File: src/rtl/project_pwm_peripheral_trip_zone_if.sv
// -----------------------------------------------------------------------------
// project_pwm_peripheral_trip_zone_if
// Groups the signals between the deadband stages, the trip-zone protection
// stage and its control registers.
//   master : drives PWM inputs, fault pin, period-zero pulse and control fields
//   slave  : the protection stage, drives the protected PWM and trip status
// Optional macro TRIP_SOFTWARE_FORCE_EN adds the i_force_trip signal.
// -----------------------------------------------------------------------------
interface project_pwm_peripheral_trip_zone_if #(
   parameter int CHANNELS = 6,
   parameter int FILTER_W = 4
);
   logic [CHANNELS-1:0] i_pwm;
   logic                i_trip_n;
   logic                i_period_zero;
   logic [1:0]          i_mode;
   logic [FILTER_W-1:0] i_filter;
   logic [CHANNELS-1:0] i_safe_level;
   logic                i_clear;
`ifdef TRIP_SOFTWARE_FORCE_EN
   logic                i_force_trip;
`endif
   logic [CHANNELS-1:0] o_pwm;
   logic                o_tripped;
   logic                o_trip_flag;
   logic [7:0]          o_trip_count;

   modport master (
`ifdef TRIP_SOFTWARE_FORCE_EN
      output i_force_trip,
`endif
      output i_pwm, i_trip_n, i_period_zero, i_mode, i_filter, i_safe_level, i_clear,
      input  o_pwm, o_tripped, o_trip_flag, o_trip_count
   );

   modport slave (
`ifdef TRIP_SOFTWARE_FORCE_EN
      input  i_force_trip,
`endif
      input  i_pwm, i_trip_n, i_period_zero, i_mode, i_filter, i_safe_level, i_clear,
      output o_pwm, o_tripped, o_trip_flag, o_trip_count
   );
endinterface

File: src/rtl/project_pwm_peripheral_trip_zone.sv
// -----------------------------------------------------------------------------
// project_pwm_peripheral_trip_zone
// Output protection stage between the six deadband stages and the PWM pads.
// In normal operation the deadband outputs pass through with one cycle of
// latency. A qualified active-low fault forces every channel to its safe level
// until released: one-shot (OST) releases on a software clear, cycle-by-cycle
// (CBC) releases on the master counter zero event once the fault is gone.
// Ports:
//   i_clk, i_reset : clock, synchronous active-high reset
//   tz (slave)     : i_pwm, i_trip_n, i_period_zero, i_mode, i_filter,
//                    i_safe_level, i_clear -> o_pwm, o_tripped, o_trip_flag,
//                    o_trip_count
// Optional macro TRIP_SOFTWARE_FORCE_EN: i_force_trip bypasses synchronizer
// and filter and counts as a qualified fault.
// -----------------------------------------------------------------------------
module project_pwm_peripheral_trip_zone #(
   parameter int CHANNELS = 6,
   parameter int FILTER_W = 4
) (
   input logic                                i_clk,
   input logic                                i_reset,
   project_pwm_peripheral_trip_zone_if.slave  tz
);

   localparam logic [1:0] ST_IDLE = 2'b00;
   localparam logic [1:0] ST_OST  = 2'b01;
   localparam logic [1:0] ST_CBC  = 2'b10;

   logic                sync1_r;
   logic                sync2_r;
   logic                fault_s;
   logic [FILTER_W-1:0] filt_cnt_r;
   logic                qualified_s;
   logic [1:0]          state_r;
   logic [1:0]          next_s;
   logic                entry_s;
   logic                clear_ok_s;
   logic [CHANNELS-1:0] pwm_r;
   logic                tripped_r;
   logic                flag_r;
   logic [7:0]          count_r;

   function automatic logic [FILTER_W-1:0] sat_inc_filt(input logic [FILTER_W-1:0] v);
      return (v == {FILTER_W{1'b1}}) ? v : v + {{(FILTER_W-1){1'b0}}, 1'b1};
   endfunction

   function automatic logic [7:0] sat_inc_cnt(input logic [7:0] v);
      return (v == 8'hFF) ? v : v + 8'd1;
   endfunction

   assign fault_s = ~sync2_r;

`ifdef TRIP_SOFTWARE_FORCE_EN
   assign qualified_s = (fault_s && (filt_cnt_r >= tz.i_filter)) || tz.i_force_trip;
`else
   assign qualified_s = fault_s && (filt_cnt_r >= tz.i_filter);
`endif

   // A clear is only honoured once the fault has stopped qualifying; while the
   // fault persists it is ignored for both the state and the sticky flag.
   assign clear_ok_s = tz.i_clear && !qualified_s;
   assign entry_s    = (state_r == ST_IDLE) && (next_s != ST_IDLE);

   // Two-flop synchronizer on the asynchronous fault pin, idle level is high.
   always_ff @(posedge i_clk) begin
      if (i_reset) begin
         sync1_r <= 1'b1;
         sync2_r <= 1'b1;
      end else begin
         sync1_r <= tz.i_trip_n;
         sync2_r <= sync1_r;
      end
   end

   // Consecutive synced-fault cycle counter used for qualification.
   always_ff @(posedge i_clk) begin
      if (i_reset) begin
         filt_cnt_r <= {FILTER_W{1'b0}};
      end else if (fault_s) begin
         filt_cnt_r <= sat_inc_filt(filt_cnt_r);
      end else begin
         filt_cnt_r <= {FILTER_W{1'b0}};
      end
   end

   // Next-state decode; the release policy is fixed by the state entered.
   always_comb begin
      next_s = state_r;
      case (state_r)
         ST_IDLE: begin
            if (qualified_s && (tz.i_mode != 2'b00)) begin
               if (tz.i_mode == 2'b10) begin
                  next_s = ST_CBC;
               end else begin
                  next_s = ST_OST;
               end
            end else begin
               next_s = ST_IDLE;
            end
         end
         ST_OST: begin
            if ((tz.i_mode == 2'b00) || clear_ok_s) begin
               next_s = ST_IDLE;
            end else begin
               next_s = ST_OST;
            end
         end
         ST_CBC: begin
            if ((tz.i_mode == 2'b00) || (tz.i_period_zero && !qualified_s)) begin
               next_s = ST_IDLE;
            end else begin
               next_s = ST_CBC;
            end
         end
         default: begin
            next_s = ST_IDLE;
         end
      endcase
   end

   // State register and outputs registered from the next state.
   always_ff @(posedge i_clk) begin
      if (i_reset) begin
         state_r   <= ST_IDLE;
         pwm_r     <= {CHANNELS{1'b0}};
         tripped_r <= 1'b0;
      end else begin
         state_r   <= next_s;
         pwm_r     <= (next_s != ST_IDLE) ? tz.i_safe_level : tz.i_pwm;
         tripped_r <= (next_s != ST_IDLE);
      end
   end

   // Sticky flag (set beats clear) and saturating trip-entry counter.
   always_ff @(posedge i_clk) begin
      if (i_reset) begin
         flag_r  <= 1'b0;
         count_r <= 8'd0;
      end else if (entry_s) begin
         flag_r  <= 1'b1;
         count_r <= sat_inc_cnt(count_r);
      end else if (clear_ok_s) begin
         flag_r  <= 1'b0;
         count_r <= count_r;
      end else begin
         flag_r  <= flag_r;
         count_r <= count_r;
      end
   end

   assign tz.o_pwm        = pwm_r;
   assign tz.o_tripped    = tripped_r;
   assign tz.o_trip_flag  = flag_r;
   assign tz.o_trip_count = count_r;

endmodule

File: src/flat_wrapper.sv
// flat-port wrapper written by rule: the top's interface ports become plain ports
module project_pwm_peripheral_trip_zone_flat 
#(
   parameter int CHANNELS = 6,
   parameter int FILTER_W = 4
)
  (i_clk, i_reset, tz_i_pwm, tz_i_trip_n, tz_i_period_zero, tz_i_mode, tz_i_filter, tz_i_safe_level, tz_i_clear, tz_o_pwm, tz_o_tripped, tz_o_trip_flag, tz_o_trip_count);
  project_pwm_peripheral_trip_zone_if #(.CHANNELS(CHANNELS), .FILTER_W(FILTER_W)) tz_i ();
  input logic i_clk;
  input logic i_reset;
  input wire logic [$bits(tz_i.i_pwm)-1:0] tz_i_pwm;
  input wire logic [$bits(tz_i.i_trip_n)-1:0] tz_i_trip_n;
  input wire logic [$bits(tz_i.i_period_zero)-1:0] tz_i_period_zero;
  input wire logic [$bits(tz_i.i_mode)-1:0] tz_i_mode;
  input wire logic [$bits(tz_i.i_filter)-1:0] tz_i_filter;
  input wire logic [$bits(tz_i.i_safe_level)-1:0] tz_i_safe_level;
  input wire logic [$bits(tz_i.i_clear)-1:0] tz_i_clear;
  output wire logic [$bits(tz_i.o_pwm)-1:0] tz_o_pwm;
  output wire logic [$bits(tz_i.o_tripped)-1:0] tz_o_tripped;
  output wire logic [$bits(tz_i.o_trip_flag)-1:0] tz_o_trip_flag;
  output wire logic [$bits(tz_i.o_trip_count)-1:0] tz_o_trip_count;
  assign tz_i.i_pwm = tz_i_pwm;
  assign tz_i.i_trip_n = tz_i_trip_n;
  assign tz_i.i_period_zero = tz_i_period_zero;
  assign tz_i.i_mode = tz_i_mode;
  assign tz_i.i_filter = tz_i_filter;
  assign tz_i.i_safe_level = tz_i_safe_level;
  assign tz_i.i_clear = tz_i_clear;
  assign tz_o_pwm = tz_i.o_pwm;
  assign tz_o_tripped = tz_i.o_tripped;
  assign tz_o_trip_flag = tz_i.o_trip_flag;
  assign tz_o_trip_count = tz_i.o_trip_count;
  project_pwm_peripheral_trip_zone #(.CHANNELS(CHANNELS), .FILTER_W(FILTER_W)) u_core (.i_clk(i_clk), .i_reset(i_reset), .tz(tz_i));
endmodule
File: config.mk
export PLATFORM = sky130hd
export DESIGN_NAME = project_pwm_peripheral_trip_zone_flat
export DESIGN_NICKNAME = d
export VERILOG_FILES = /design/src/rtl/project_pwm_peripheral_trip_zone_if.sv /design/src/rtl/project_pwm_peripheral_trip_zone.sv /design/src/flat_wrapper.sv
export SDC_FILE = /design/constraint.sdc
export NUM_CORES = 1
export LEC_CHECK = 0
export CORE_MARGIN = 10
export CORE_UTILIZATION = 45
export DETAILED_ROUTE_END_ITERATION = 8
export HOLD_SLACK_MARGIN = 0.15
export PLACE_DENSITY = 0.83
export SETUP_SLACK_MARGIN = 0.3
export SYNTH_ARGS = -nofsm -noshare
export SYNTH_HDL_FRONTEND = slang
export SYNTH_SLANG_ARGS = --single-unit
File: constraint.sdc
create_clock -name i_clk -period 2.75 [get_ports i_clk]
set_input_delay 0.55 -clock i_clk [delete_from_list [all_inputs] [get_ports i_clk]]
set_output_delay 0.55 -clock i_clk [all_outputs]
set_load 0.02 [all_outputs]
# --- After elaboration in Yosys (flattened, before gate mapping) ---
# Cells that the tools add are included.
classes:
  bitwise_logic: 2
  reduce_logical: 15
  order_cmp: 1
  eq_ne: 5
  n_mux: 8
  add_sub_neg: 2
op_table:
  columns: ["op", "count"]
  rows:
  - ["8-bit by 1-bit adder with 8-bit output (second input constant)", 1]
  - ["8-bit == test (second input constant)", 1]
  - ["2-bit 2-to-1 mux", 3]
  - ["6-bit 2-to-1 mux", 1]
  - ["2-bit case mux with 3 select lines", 1]
  - ["2-bit nonzero test", 3]
  - ["1-bit logical AND", 5]
  - ["4-bit by 1-bit adder with 4-bit output (second input constant)", 1]
  - ["2-bit == test (second input constant)", 2]
  - ["4-bit == test (second input constant)", 1]
  - ["4-bit >= comparator", 1]
  - ["2-bit logical NOT", 2]
  - ["1-bit 2-to-1 mux", 3]
  - ["2-bit by 1-bit == test with 1-bit output (second input constant)", 1]
  - ["1-bit logical OR", 2]
  - ["1-bit NOT", 2]
  - ["2-bit AND reduction", 1]
  - ["2-bit OR reduction", 1]
  - ["1-bit logical NOT", 1]
totals:
  word_cells: 41
  inputBits: 23
  regBits: 24

# --- Depth between registers and ports, before layout ---
# Gate-level depths: netlist of the first run.
logic_depth:
  depth_word: 10
  depth_mapped: 9

# --- Worst setup path before layout of the first run ---
# OpenSTA, ideal clock, no wires.
synth_path:
  path_kind: "input to register"
  start: "input tz_i_filter[2]"
  end: "register u_core.count_r[4], in the netlist u_core.tz.o_trip_count[4]"
  required_time_ns: 2.627
  setup_ns: 0.123
  stages: 8
  arrival_ns: 2.151
  slack_ns: 0.476
  path_cell_list: "inv_1 > ha_1 > nor3_1 > or3_1 > buf_6 > nor4b_4 > nand4b_1 > mux2_1"
synth_via:
  elab_chain_len: 10
synth_rtl:
  columns: ["item", "line_no", "source"]
  rows:
  - ["start, declared", "flat_wrapper.sv:15", "input wire logic [$bits(tz_i.i_filter)-1:0] tz_i_filter;"]
  - ["4-bit >= comparator *", "project_pwm_peripheral_trip_zone.sv:56", "assign qualified_s = fault_s && (filt_cnt_r >= tz.i_filter);"]
  - ["1-bit logical AND *", "project_pwm_peripheral_trip_zone.sv:56", null]
  - ["1-bit logical NOT", "project_pwm_peripheral_trip_zone.sv:61, project_pwm_peripheral_trip_zone.sv:109", null]
  - ["1-bit logical AND, on equally long branches", "project_pwm_peripheral_trip_zone.sv:61, project_pwm_peripheral_trip_zone.sv:109", null]
  - ["1-bit logical OR, on equally long branches", "project_pwm_peripheral_trip_zone.sv:102, project_pwm_peripheral_trip_zone.sv:109", null]
  - ["1-bit 2-to-1 mux / 2-bit 2-to-1 mux (equally long branches)", "project_pwm_peripheral_trip_zone.sv:102, project_pwm_peripheral_trip_zone.sv:109", null]
  - ["2-bit case mux with 3 select lines *", "project_pwm_peripheral_trip_zone.sv:89", "case (state_r)"]
  - ["2-bit nonzero test *", "project_pwm_peripheral_trip_zone.sv:62", "assign entry_s = (state_r == ST_IDLE) && (next_s != ST_IDLE);"]
  - ["1-bit logical AND *", "project_pwm_peripheral_trip_zone.sv:62", null]
  - ["2-bit AND reduction (no source line) *", null, null]
  - ["end signal, assigned", "project_pwm_peripheral_trip_zone.sv:141", "count_r <= sat_inc_cnt(count_r);"]
  - ["end signal, assigned", "project_pwm_peripheral_trip_zone.sv:144", "count_r <= count_r;"]
  - ["end signal, assigned", "project_pwm_peripheral_trip_zone.sv:147", "count_r <= count_r;"]
  - ["end, declared", "project_pwm_peripheral_trip_zone.sv:41", "logic [7:0] count_r;"]
# Mark *: on every way between the ends. The rest lies on a longest branch, timed or not.
# A chain may end at the register's enable or synchronous reset.

# --- Worst setup path in the final report of the first run ---
layout_path:
  start: "input tz_i_filter[2]"
  end: "register u_core.count_r[0], in the netlist u_core.tz.o_trip_count[0]"
# Same word-level chain as after synthesis.

==> flow_summary.json, run 1 <==
{
  "outcome": "completed",
  "start_util_pct": 48.8,
  "hold_path_end": "u_core.sync2_r",
  "arrival_ns": 2.61,
  "clk_pin_slew_ns": 0.13,
  "mostFrequentLayoutCell": "clkdlybuf4s50_1",
  "startpoint_type": "primary input",
  "cp_data_required_time_ns": 2.98,
  "antenna_found_initial": 0,
  "firstDrtPassIters": 4,
  "tightest_slew_ns": 0.404,
  "cts_root_buffer": "clkbuf_4",
  "cp_slowest_stage_delay_ns": 0.46,
  "n_antenna_cell": 0,
  "post_drt_wl_per_cell_um": 14.6,
  "r2r_slack_ns": 0.59,
  "finalPower_uw": 605,
  "fin_skew_ns": 0.0167,
  "cts_tree": "built",
  "place_congestion": 0.760,
  "slew_viol_final": 0,
  "grt_max_degree": 20,
  "ant_nets": 0,
  "vias": 1103,
  "postLayoutCoreUtil_pct": 67.8,
  "io-pin-count": 39,
  "dieHeight_um": 72.5,
  "numCtsBuffers": 3,
  "h-tree-depth": 1,
  "synth_area_um2": 1240,
  "r2r-end": "u_core.tz.o_trip_count[0]",
  "min-delay-path-class": "flop to flop",
  "syn2layout_area_growth_pct": 39.0,
  "max_cap_violations": 0,
  "grt_setup_unrepaired": "no",
  "die_w_um": 72.5,
  "cp_top_family": "simple AND/OR/NAND/NOR gates",
  "layout_common_cells": "37 x clkdlybuf4s50_1, 24 x dfxtp_1, 14 x nor2_1",
  "crit_path_top_delay_cell": "clkdlybuf4s50_1",
  "relSlewSlack_pct": 72.8,
  "nets": 208,
  "path_class": "primary input to flop",
  "yosysWarnings": 0,
  "ctsHoldBuffers": 0,
  "r2r-start": "u_core.filt_cnt_r[0]",
  "drive_gt1_share_pct": 13.6,
  "end_kind": "flop",
  "drc": 0,
  "ff2ff_path_depth": 9,
  "routed_via_density": 5.33,
  "grt-ovfl-total": 0,
  "ys_seq_area_share_pct": 38.7,
  "port_buffers": 38,
  "netlist_instances": 133,
  "crit_chain": "clkdlybuf4s50_1 -> inv_1 -> ha_1 -> nor3_1 -> or3_4 -> nor4b_4 -> buf_4 -> nand2_1 -> mux2_2",
  "place_area_um2": 1660,
  "synth_seq_cells": 24,
  "final_area_um2": 1730,
  "pre_cts_ws_ns": -0.0803,
  "die-area_um2": 5260,
  "cts_buffer_depth": 2,
  "hold_violations": 0,
  "grt_pass1_vias": 1112,
  "drt_iter0_drc": 42,
  "worstHoldStart": "u_core.sync1_r",
  "worst_slack_ns": 0.362,
  "grt_pass1_wl_mm": 5.10,
  "worstHoldPathCells": 1,
  "worstSkewPairLatency_ns": 0.32,
  "leakage_uw": 0.000667,
  "fmax_ghz": 0.419,
  "clock-sinks": 24,
  "grt_usage_pct": 11.8,
  "dpl.hpwl_mm": 2.43,
  "synth.distinct_cells": 38,
  "rows": 18,
  "timing.final.crit_share_pct": 86.9,
  "setup_viol": 0,
  "ir_drop_uv": 245,
  "synth_nets": 162,
  "syn_area_per_cell_um2": 9.33,
  "cp_num_buf_inv": 3,
  "placeableCoreArea_um2": 2540,
  "finalCriticalPeriod_ns": 2.39,
  "setup_tns_ns": 0,
  "p_per_area_nw_per_um2": 351,
  "postRouteWirelength_mm": 3.03,
  "crit_fanout": 6
}
[per-layer routing]
metal	up-vias	track usage (%)	part of all wire, %
li1	559	-	-
met1	498	13.4	44
met2	40	18.8	44
met3	6	5.71	10
met4	0	4.01	1.6
met5	-	0	0
[kinds of logic (layout without fill, tap and decap cells)]
family,after synthesis,after routing,share of synthesized area (%)
DFF,24,24,38.7
muxes,10,10,8.37
xor gates and xnor gates,4,4,2.82
AOI/OAI and AO/OA,17,17,10.9
adders and majority gates,6,6,6.05
and+or+nand+nor,62,62,28.7
buffers and inverters,10,54,4.43
[how the worst max path moves through the flow]
stage          cells past startpoint      startpoint                   endpoint  slack [ns]
3_3_place_gp                       8  tz_i_filter[2]  u_core.tz.o_trip_count[4]      -0.002
6_report                           9  tz_i_filter[2]  u_core.tz.o_trip_count[0]        0.36
4_1_cts                            8  tz_i_filter[2]  u_core.tz.o_trip_count[2]        0.31
5_1_grt                            9  tz_i_filter[2]  u_core.tz.o_trip_count[0]        0.32
2_1_floorplan                      8  tz_i_filter[2]  u_core.tz.o_trip_count[4]        0.48
3_5_place_dp                       8  tz_i_filter[2]  u_core.tz.o_trip_count[2]       -0.08
[cell usage after synthesis]
cell       instances  area, um2
mux2i_1            7       70.1
nor3_1             8       40.0
a21bo_2            1       10.0
o211ai_1           1       7.51
o21ba_2            1       10.0
nand3_1            6       30.0
or3_1              1       6.26
and4b_2            1       11.3
clkbuf_2           1       5.00
dfxtp_1           24        480
inv_1              4       15.0
and2b_1            1       7.51
a211oi_1           1       7.51
a31oi_1            1       6.26
nor4_1             3       18.8
mux2_1             2       22.5
nand4_1            1       6.26
a21oi_1            6       30.0
a2111oi_4          1       27.5
clkbuf_1           2       7.51
nand2b_1          13       81.3
nand4b_1           1       8.76
o22a_1             1       8.76
mux2_2             1       11.3
nor2_1            14       52.6
xnor2_1            4       35.0
and4b_1            1       10.0
ha_1               6       75.1
nand2_1            4       15.0
o21ai_0            2       10.0
buf_6              2       22.5
a2111oi_0          1       8.76
or2_2              3       18.8
nor3b_1            1       7.51
nor2b_1            3       18.8
nor4b_4            1       23.8
a22o_1             1       8.76
buf_2              1       5.00
[per-stage QoR]
stage | hold WS [ns] | instances
floorplan | 0.389 | 133
global placement | 0.393 | 201
detailed placement | 0.394 | 201
CTS | 0.427 | 206
global route | 0.451 | 207
finish | 0.424 | 207
[registers in the layout, indices dropped and copies added (netlist names)]
name	cells
u_core.tz.o_trip_flag	1
u_core.tz.o_trip_count	8
u_core.sync2_r	1
u_core.sync1_r	1
u_core.tz.o_tripped	1
u_core.state_r	2
u_core.tz.o_pwm	6
u_core.filt_cnt_r	4
[cell type report]
cell class              count  area, um2
flip-flops and latches     24        480
well taps                  30       37.5
fillers                   211        820
repair buffers             47        450
inverters                   4       15.0
multi-input cells          99        719
clock buffers               3       22.5
[where the power goes]
group	switching (uW)	internal, uW	total [uW]
registers	3.44	355	358
clock network	101	51.2	152
logic	36.9	58.1	95.0
[timing repair]
action | in CTS | in global routing
setup buffers | 2 | 1
endpoints found under the setup margin | 2 | 11
resized for setup | 2 | 2
pin swaps | 2 | 3
(Power assumes the default switching activity.)
==> run 2: changes to the inputs <==
- CORE_ASPECT_RATIO: default -> 1.75
==> flow_summary.json, run 2 (synthesized netlist as in run 1, its figures left out) <==
{
  "outcome": "completed",
  "die-area_um2": 5340,
  "die_w_um": 59.7,
  "syn2layout_area_growth_pct": 40.1,
  "rows": 25,
  "setup_tns_ns": 0,
  "clk_pin_slew_ns": 0.08,
  "grt_pass1_wl_mm": 4.88,
  "drt_iter0_drc": 12,
  "grt_usage_pct": 11.5,
  "ctsHoldBuffers": 0,
  "relSlewSlack_pct": 65.9,
  "crit_fanout": 5,
  "worstSkewPairLatency_ns": 0.27,
  "min-delay-path-class": "flop to flop",
  "layout_common_cells": "36 x clkdlybuf4s50_1, 24 x dfxtp_1, 14 x nor2_1",
  "cts_tree": "built",
  "grt_max_degree": 20,
  "multi_input_area_um2": 716,
  "grt_setup_unrepaired": "no",
  "timing.final.crit_share_pct": 83.1,
  "leakage_uw": 0.000665,
  "hold_violations": 0,
  "p_per_area_nw_per_um2": 435,
  "port_buffers": 38,
  "tightest_slew_ns": 0.509,
  "p_sw_uw": 153,
  "io-pin-count": 39,
  "cts_buffer_depth": 2,
  "dieHeight_um": 89.5,
  "cp_slowest_stage_delay_ns": 0.46,
  "vias": 1092,
  "switching_share_pct": 20.2,
  "dpl.hpwl_mm": 2.29,
  "antenna_found_initial": 0,
  "seqPwrFrac_pct": 47.3,
  "post_drt_wl_per_cell_um": 14.3,
  "use_met2_pct": 18.8,
  "end_kind": "flop",
  "fmax_ghz": 0.438,
  "placeableCoreArea_um2": 2690,
  "cp_data_required_time_ns": 2.94,
  "n_antenna_cell": 0,
  "use_met3_pct": 4.84,
  "crit_chain": "clkdlybuf4s50_1 -> inv_1 -> ha_1 -> a2111oi_4 -> nor4b_4 -> buf_4 -> and4b_2 -> nor3_1",
  "numCtsBuffers": 3,
  "setup_viol": 0,
  "grt-busiest-layer": "met2",
  "ant_nets": 0,
  "drc": 0,
  "fillers": 244,
  "firstDrtPassIters": 4,
  "register_area_um2": 480,
  "finalPower_uw": 757,
  "clock-sinks": 24,
  "ir_drop_uv": 296,
  "mostFrequentLayoutCell": "clkdlybuf4s50_1",
  "use_met1_pct": 12.2,
  "cts_root_buffer": "clkbuf_8",
  "max_cap_violations": 0,
  "slew_viol_final": 0,
  "drive_gt1_share_pct": 12.6,
  "combPwrFrac_pct": 11.9,
  "fin_skew_ns": 0.00322,
  "routed_via_density": 5.41,
  "path_class": "primary input to flop",
  "postRouteWirelength_mm": 2.88,
  "post_cts_buffers": 0,
  "startpoint_type": "primary input",
  "crit_path_top_delay_cell": "a2111oi_4",
  "p_clk_share_pct": 40.8,
  "nets": 205,
  "start_util_pct": 46.1,
  "place_congestion": 0.813,
  "largest_reg_flops": 8,
  "grt-ovfl-total": 0,
  "h-tree-depth": 1,
  "arrival_ns": 2.47,
  "p_int_uw": 604,
  "grt_pass1_vias": 1114,
  "finalCriticalPeriod_ns": 2.29
}
## run 2: changes by cell type in the layout (fill, tap and decap cells not counted), sizes merged
cell | previous run | this run
buf | 9 | 6
dlygate4sd2 | 0 | 2
dlymetal6s2s | 1 | 0
bufinv | 0 | 1
clkdlybuf4s50 | 37 | 36
## run 2: cell type report
class                   instances  share of cell area [%]
clock buffers                   3                    2.37
clock inverters                 1                    1.73
inverters                       4                   0.863
multi-input cells              99                    41.2
flip-flops and latches         24                    27.6
well taps                      27                    1.94
repair buffers                 44                    24.3
## run 2: worst max-delay path, delay by kind of cell
kind | cells | cell delay (ns)
AOI/OAI and AO/OA | 1 | 0.46
buffers and inverters | 3 | 0.65
adders and majority gates | 1 | 0.32
and+or+nand+nor | 3 | 0.48
## run 2: metrics by stage
step	hold slack [ns]	instance area, um2	instances	setup WS (ns)	utilization [%]
after global placement	0.398	1660	198	0.0631	61.7
final	0.415	1740	202	0.465	64.7
after detailed placement	0.397	1660	198	0.0144	61.7
after CTS	0.417	1740	202	0.395	64.6
after floorplan	0.389	1240	133	0.476	-
after global routing	0.447	1740	202	0.345	64.7
## run 2: final timing paths
| path | from | endpoint | slack, ns | cells past startpoint |
|---|---|---|---|---|
| worst max register to register | u_core.filt_cnt_r[3] | u_core.tz.o_trip_count[4] | 0.56 | 6 |
| worst min register to register | u_core.sync1_r | u_core.sync2_r | 0.41 | 1 |
| worst max-delay path | tz_i_filter[1] | u_core.tz.o_trip_count[6] | 0.46 | 8 |
| worst min-delay path | u_core.sync1_r | u_core.sync2_r | 0.41 | 1 |
## run 2: repair_timing
action | CTS | global route
pin swaps | 5 | 1
endpoints found under the setup margin | 1 | 3
gates resized for setup | 4 | 1
## run 2: routing by layer
layer | vias up | share of wire [%] | wire [um]
met4 | 0 | 2.0 | 58
met5 | - | 0 | 0
li1 | 551 | - | -
met1 | 504 | 39 | 1120
met3 | 5 | 9.2 | 266
met2 | 32 | 50 | 1440
## run 2: power by group through the flow
stage	Sequential [uW]	Clock, uW	Combinational, uW
CTS	358	315	91.4
global placement	366	0	89.4
finish	358	309	90.1
global route	359	325	98.7
detailed placement	366	0	91.7
floorplan	372	0	34.2
==> edit 1: new RTL, settings of run 2 <==
`FILTER_W` is set to 4 in 3 places; all go to 5.
--- a/src/rtl/project_pwm_peripheral_trip_zone_if.sv
+++ b/src/rtl/project_pwm_peripheral_trip_zone_if.sv
@@ -9,5 +9,5 @@
 interface project_pwm_peripheral_trip_zone_if #(
    parameter int CHANNELS = 6,
-   parameter int FILTER_W = 4
+   parameter int FILTER_W = 5
 );
    logic [CHANNELS-1:0] i_pwm;
--- a/src/rtl/project_pwm_peripheral_trip_zone.sv
+++ b/src/rtl/project_pwm_peripheral_trip_zone.sv
@@ -16,5 +16,5 @@
 module project_pwm_peripheral_trip_zone #(
    parameter int CHANNELS = 6,
-   parameter int FILTER_W = 4
+   parameter int FILTER_W = 5
 ) (
    input logic                                i_clk,
--- a/src/flat_wrapper.sv
+++ b/src/flat_wrapper.sv
@@ -3,5 +3,5 @@
 #(
    parameter int CHANNELS = 6,
-   parameter int FILTER_W = 4
+   parameter int FILTER_W = 5
 )
   (i_clk, i_reset, tz_i_pwm, tz_i_trip_n, tz_i_period_zero, tz_i_mode, tz_i_filter, tz_i_safe_level, tz_i_clear, tz_o_pwm, tz_o_tripped, tz_o_trip_flag, tz_o_trip_count);
Interface: changed (resized tz_i_filter); port bits go from 39 to 40. No check against the original RTL was run, so the function may have changed too.
==> edit 1 against run 2 <==
Critical path depth increased by 3; count of clock-buffer cells in the layout is the same; first-iteration DRC count grew 130%; global-route usage grew 0.89 points; design area is 4.4% higher; area after synthesis is 1.1% lower; non-clock buffer count grew 2; register-to-register slack improved by 0.15 ns; setup slack worse by 0.13 ns; routed wire length increased by 17%; total power down 10%; sequential cell count up 1; critical path type unchanged; largest cell class unchanged.
==> edit 1: results (changes against run 2) <==
Final min period: 2.412 ns (was 2.285 ns)
vias in the first global route: 1,154 (was 1,114)
Pleak: 0.6582 nW (was 0.6652 nW)
Logic power comb: 0.0857 mW (was 0.0901 mW)
M1 GR Usage: 11.25% (was 12.18%)
post_cts resized: 3 (was 4)
pre-CTS setup slack: -0.1590 ns (was 0.01444 ns)
top cells by count, synth: 25 x dfxtp_1, 18 x nor2_1, 13 x a21oi_1 (was 24 x dfxtp_1, 14 x nor2_1, 13 x nand2b_1)
Worst Setup EP: u_core.tz.o_trip_count[3] (was u_core.tz.o_trip_count[6])
r2r setup slk: 0.71 ns (was 0.56 ns)
share of cells above drive strength 1: 17.49% (was 12.57%)
placed cell areas: 1659 µm² (was 1660 µm²)
clock sink count: 25 (was 24)
M2 GR Usage: 22.79% (was 18.80%)
CP Launch Point: tz_i_filter[2] (was tz_i_filter[1])
gpl congestion: 0.7760 (was 0.8131)
largest net degree at the start of global routing: 22 (was 20)
sequential power share: 54.8% (was 47.3%)
CP max-delay cell: clkdlybuf4s50_1 (was a2111oi_4)
post-synthesis cell type count: 32 (was 38)
met2 WL post-DR: 2.037 mm (was 1.437 mm)
sequential-to-total area share from yosys stat: 40.77% (was 38.71%)
final wirelength: 3.379 mm (was 2.881 mm)
status: complete, no violations (unchanged)
final std cells w/o fill: 210 (was 202)
Comb power frac: 12.6% (was 11.9%)
M1 WL: 1.054 mm (was 1.119 mm)
Port-buffer cells: 39 (was 38)
worst vdd ir: 0.3775 mV (was 0.2959 mV)
Slew @ Worst Pin: 0.7186 ns (was 0.5092 ns)
drt via density: 5.529 (was 5.406)
nets@finish: 216 (was 205)
Post-Place Cells: 203 (was 198)
Worst Skew: 0.003772 ns (was 0.003221 ns)
edit 1: area by class of cell:
type,instances,area (µm²)
Clock buffer,3,41.29
Clock inverter,1,7.507
Fill cell,217,843.3
Inverter,7,26.28
Multi-Input combinational cell,101,765.7
Sequential cell,25,500.5
Tap cell,27,33.78
Timing Repair Buffer,46,440.4
edit 1: cell families (layout without fill, tap and decap cells):
logic type / after synthesis / after routing / share of synthesized area (%)
adder cells (fa/ha/maj): 8 / 8 / 8.155
XOR/XNOR: 3 / 3 / 2.141
AND/OR/NAND/NOR: 51 / 51 / 21.82
flip-flops: 25 / 25 / 40.77
buffers and inverters: 11 / 57 / 3.976
AO/OA/AOI/OAI: 30 / 30 / 15.80
multiplexers: 9 / 9 / 7.340
edit 1: worst max-delay path: cells and delay by family:
family / cells / cell delay, ns
AO/OA/AOI/OAI: 5 / 0.84
buffers and inverters: 4 / 0.81
adder cells (fa/ha/maj): 1 / 0.28
AND/OR/NAND/NOR: 1 / 0.06
==> edit 2: new RTL, flow settings as in run 2 <==
Made on the original files. Make the reset (`i_reset`) asynchronous in 4 clocked blocks. Comments in the files are not updated.
--- a/src/rtl/project_pwm_peripheral_trip_zone.sv
+++ b/src/rtl/project_pwm_peripheral_trip_zone.sv
@@ -63,5 +63,5 @@
 
    // Two-flop synchronizer on the asynchronous fault pin, idle level is high.
-   always_ff @(posedge i_clk) begin
+   always_ff @(posedge i_clk or posedge i_reset) begin
       if (i_reset) begin
          sync1_r <= 1'b1;
@@ -74,5 +74,5 @@
 
    // Consecutive synced-fault cycle counter used for qualification.
-   always_ff @(posedge i_clk) begin
+   always_ff @(posedge i_clk or posedge i_reset) begin
       if (i_reset) begin
          filt_cnt_r <= {FILTER_W{1'b0}};
@@ -120,5 +120,5 @@
 
    // State register and outputs registered from the next state.
-   always_ff @(posedge i_clk) begin
+   always_ff @(posedge i_clk or posedge i_reset) begin
       if (i_reset) begin
          state_r   <= ST_IDLE;
@@ -133,5 +133,5 @@
 
    // Sticky flag (set beats clear) and saturating trip-entry counter.
-   always_ff @(posedge i_clk) begin
+   always_ff @(posedge i_clk or posedge i_reset) begin
       if (i_reset) begin
          flag_r  <= 1'b0;
Formal check against the unedited RTL: differs if i_reset is asserted again (counterexample within 4 cycles, from zero or initial values and one cycle with i_reset high); with i_reset held inactive, the same outputs for 10 cycles.
==> edit 2 against run 2 <==
Routed wire length decreased by 1.2%; non-clock buffer count is 5 lower; utilization grew 1.9 points; design area shrank 2.3%; area after synthesis shrank 2.3%; via count is 13% lower; final cell count fell by 16%; worst hold slack got worse by 0.056 ns; clock skew rose by 0.0013 ns; critical endpoint is now u_core.tz.o_pwm[0]; critical path depth shrank 1; sequential cell count is the same; setup slack improved by 0.024 ns.
Power is not compared: it rests on default switching activity, and its combinational part moved more than twofold at a synthesized area within 25%.
==> edit 2: results (changes against run 2) <==
final wirelength: 2.847 mm (was 2.881 mm)
gpl congestion: 0.8513 (was 0.8131)
sequential-to-total area share from yosys stat: 49.74% (was 38.71%)
Crit path largest cell delay: 0.45 ns
Logic inverters: 6 (was 4)
met2 WL post-DR: 1.597 mm (was 1.437 mm)
sequential cell area: 603.1 µm² (was 480.5 µm²)
final std cells w/o fill: 170 (was 202)
M1 GR Usage: 10.87% (was 12.18%)
Synth async-reset ratio: 100.0% (was 0%)
status: complete, no violations (unchanged)
top post-synthesis cells by area: dfrtp_1 45%, mux2_4 7.4%, ha_1 6.2%, xnor2_1 5.1%, dfstp_2 4.3% (was dfxtp_1 39%, nand2b_1 6.6%, ha_1 6.0%, mux2i_1 5.6%, nor2_1 4.2%)
Signal buffers: 39 (was 44)
post-synthesis cell type count: 37 (was 38)
CP Max Fanout: 8 (was 5)
largest net degree at the start of global routing: 25 (was 20)
Worst slew margin: 67.78% (was 65.95%)
share of cells above drive strength 1: 11.81% (was 12.57%)
Core Util, Final: 66.57% (was 64.65%)
Final HPWL DP: 2.235 mm (was 2.288 mm)
clock latency on the worst-skew pair: 0.27 ns (about the same)
M1 WL: 1.022 mm (was 1.119 mm)
Worst Skew: 0.004498 ns (was 0.003221 ns)
Worst EP arrival: 2.42 ns (was 2.47 ns)
post_cts resized: 0 (was 4)
top cells by count, synth: 22 x dfrtp_1, 9 x nor2_1, 7 x xnor2_1 (was 24 x dfxtp_1, 14 x nor2_1, 13 x nand2b_1)
compound-gate portion of the synthesized area: 13.93% (was 10.89%)
via count: 948 (was 1,092)
GRT Overall Usage: 11.10% (was 11.48%)
Post-Synth XOR/XNOR Area: 5.779% (was 2.823%)
CP max-delay cell: clkdlybuf4s50_1 (was a2111oi_4)
Clock buf/inv share: 4.197% (was 4.101%)
proportion of synthesized area in mux cells: 9.185% (was 8.367%)
placed cell areas: 1628 µm² (was 1660 µm²)
vias in the first global route: 1,032 (was 1,114)
Post-Syn Nets: 131 (was 162)
num sequential: 24 (unchanged)
Synth Area per Inst: 11.89 µm² (was 9.332 µm²)
Clock Power Share: 30.2%
initial DRC count: 15 (was 12)
first-pass GRT wire length: 4.636 mm (was 4.878 mm)
DIE WIDTH: 59.24 µm (was 59.70 µm)
met3 wire len: 182 µm (was 266 µm)
M2 GR Usage: 20.42% (was 18.80%)
Data buffer area share: 22.83% (was 24.32%)
area of the multi-input gates: 581.8 µm² (was 715.7 µm²)
Fill cells: 197 (was 244)
Multi-In Gates: 71 (was 99)
Top Metal Used: met4 (unchanged)
pre-CTS setup slack: 0.2175 ns (was 0.01444 ns)
edit 2: cell types whose count changed after synthesis, sizes merged, moves of 4 or more:
cell | before | now
dfrtp | 0 | 22
nand2b | 13 | 2
mux2 | 3 | 7
nor2 | 14 | 9
nor3 | 8 | 2
dfxtp | 24 | 0
mux2i | 7 | 1
edit 2: path summary, 6_finish.rpt:
kind                       slack (ns)  cells after the start            startpoint            endpoint
min reg2reg                      0.36                      0        u_core.sync1_r      u_core.sync2_r
min in group asynchronous        0.61                      3               i_reset   u_core.state_r[1]
max reg2reg                      0.80                      5  u_core.filt_cnt_r[1]  u_core.tz.o_pwm[0]
max                              0.49                      7        tz_i_filter[3]  u_core.tz.o_pwm[0]
max in group asynchronous        1.86                      3               i_reset      u_core.sync2_r
min                              0.36                      0        u_core.sync1_r      u_core.sync2_r
edit 2: worst register-to-register path, cell delays in order, from the launching register on:
cell     delay, ns
dfrtp_1       0.45
ha_1          0.21
nor3_1        0.43
a21o_1        0.29
a21oi_4       0.14
mux2_4        0.32
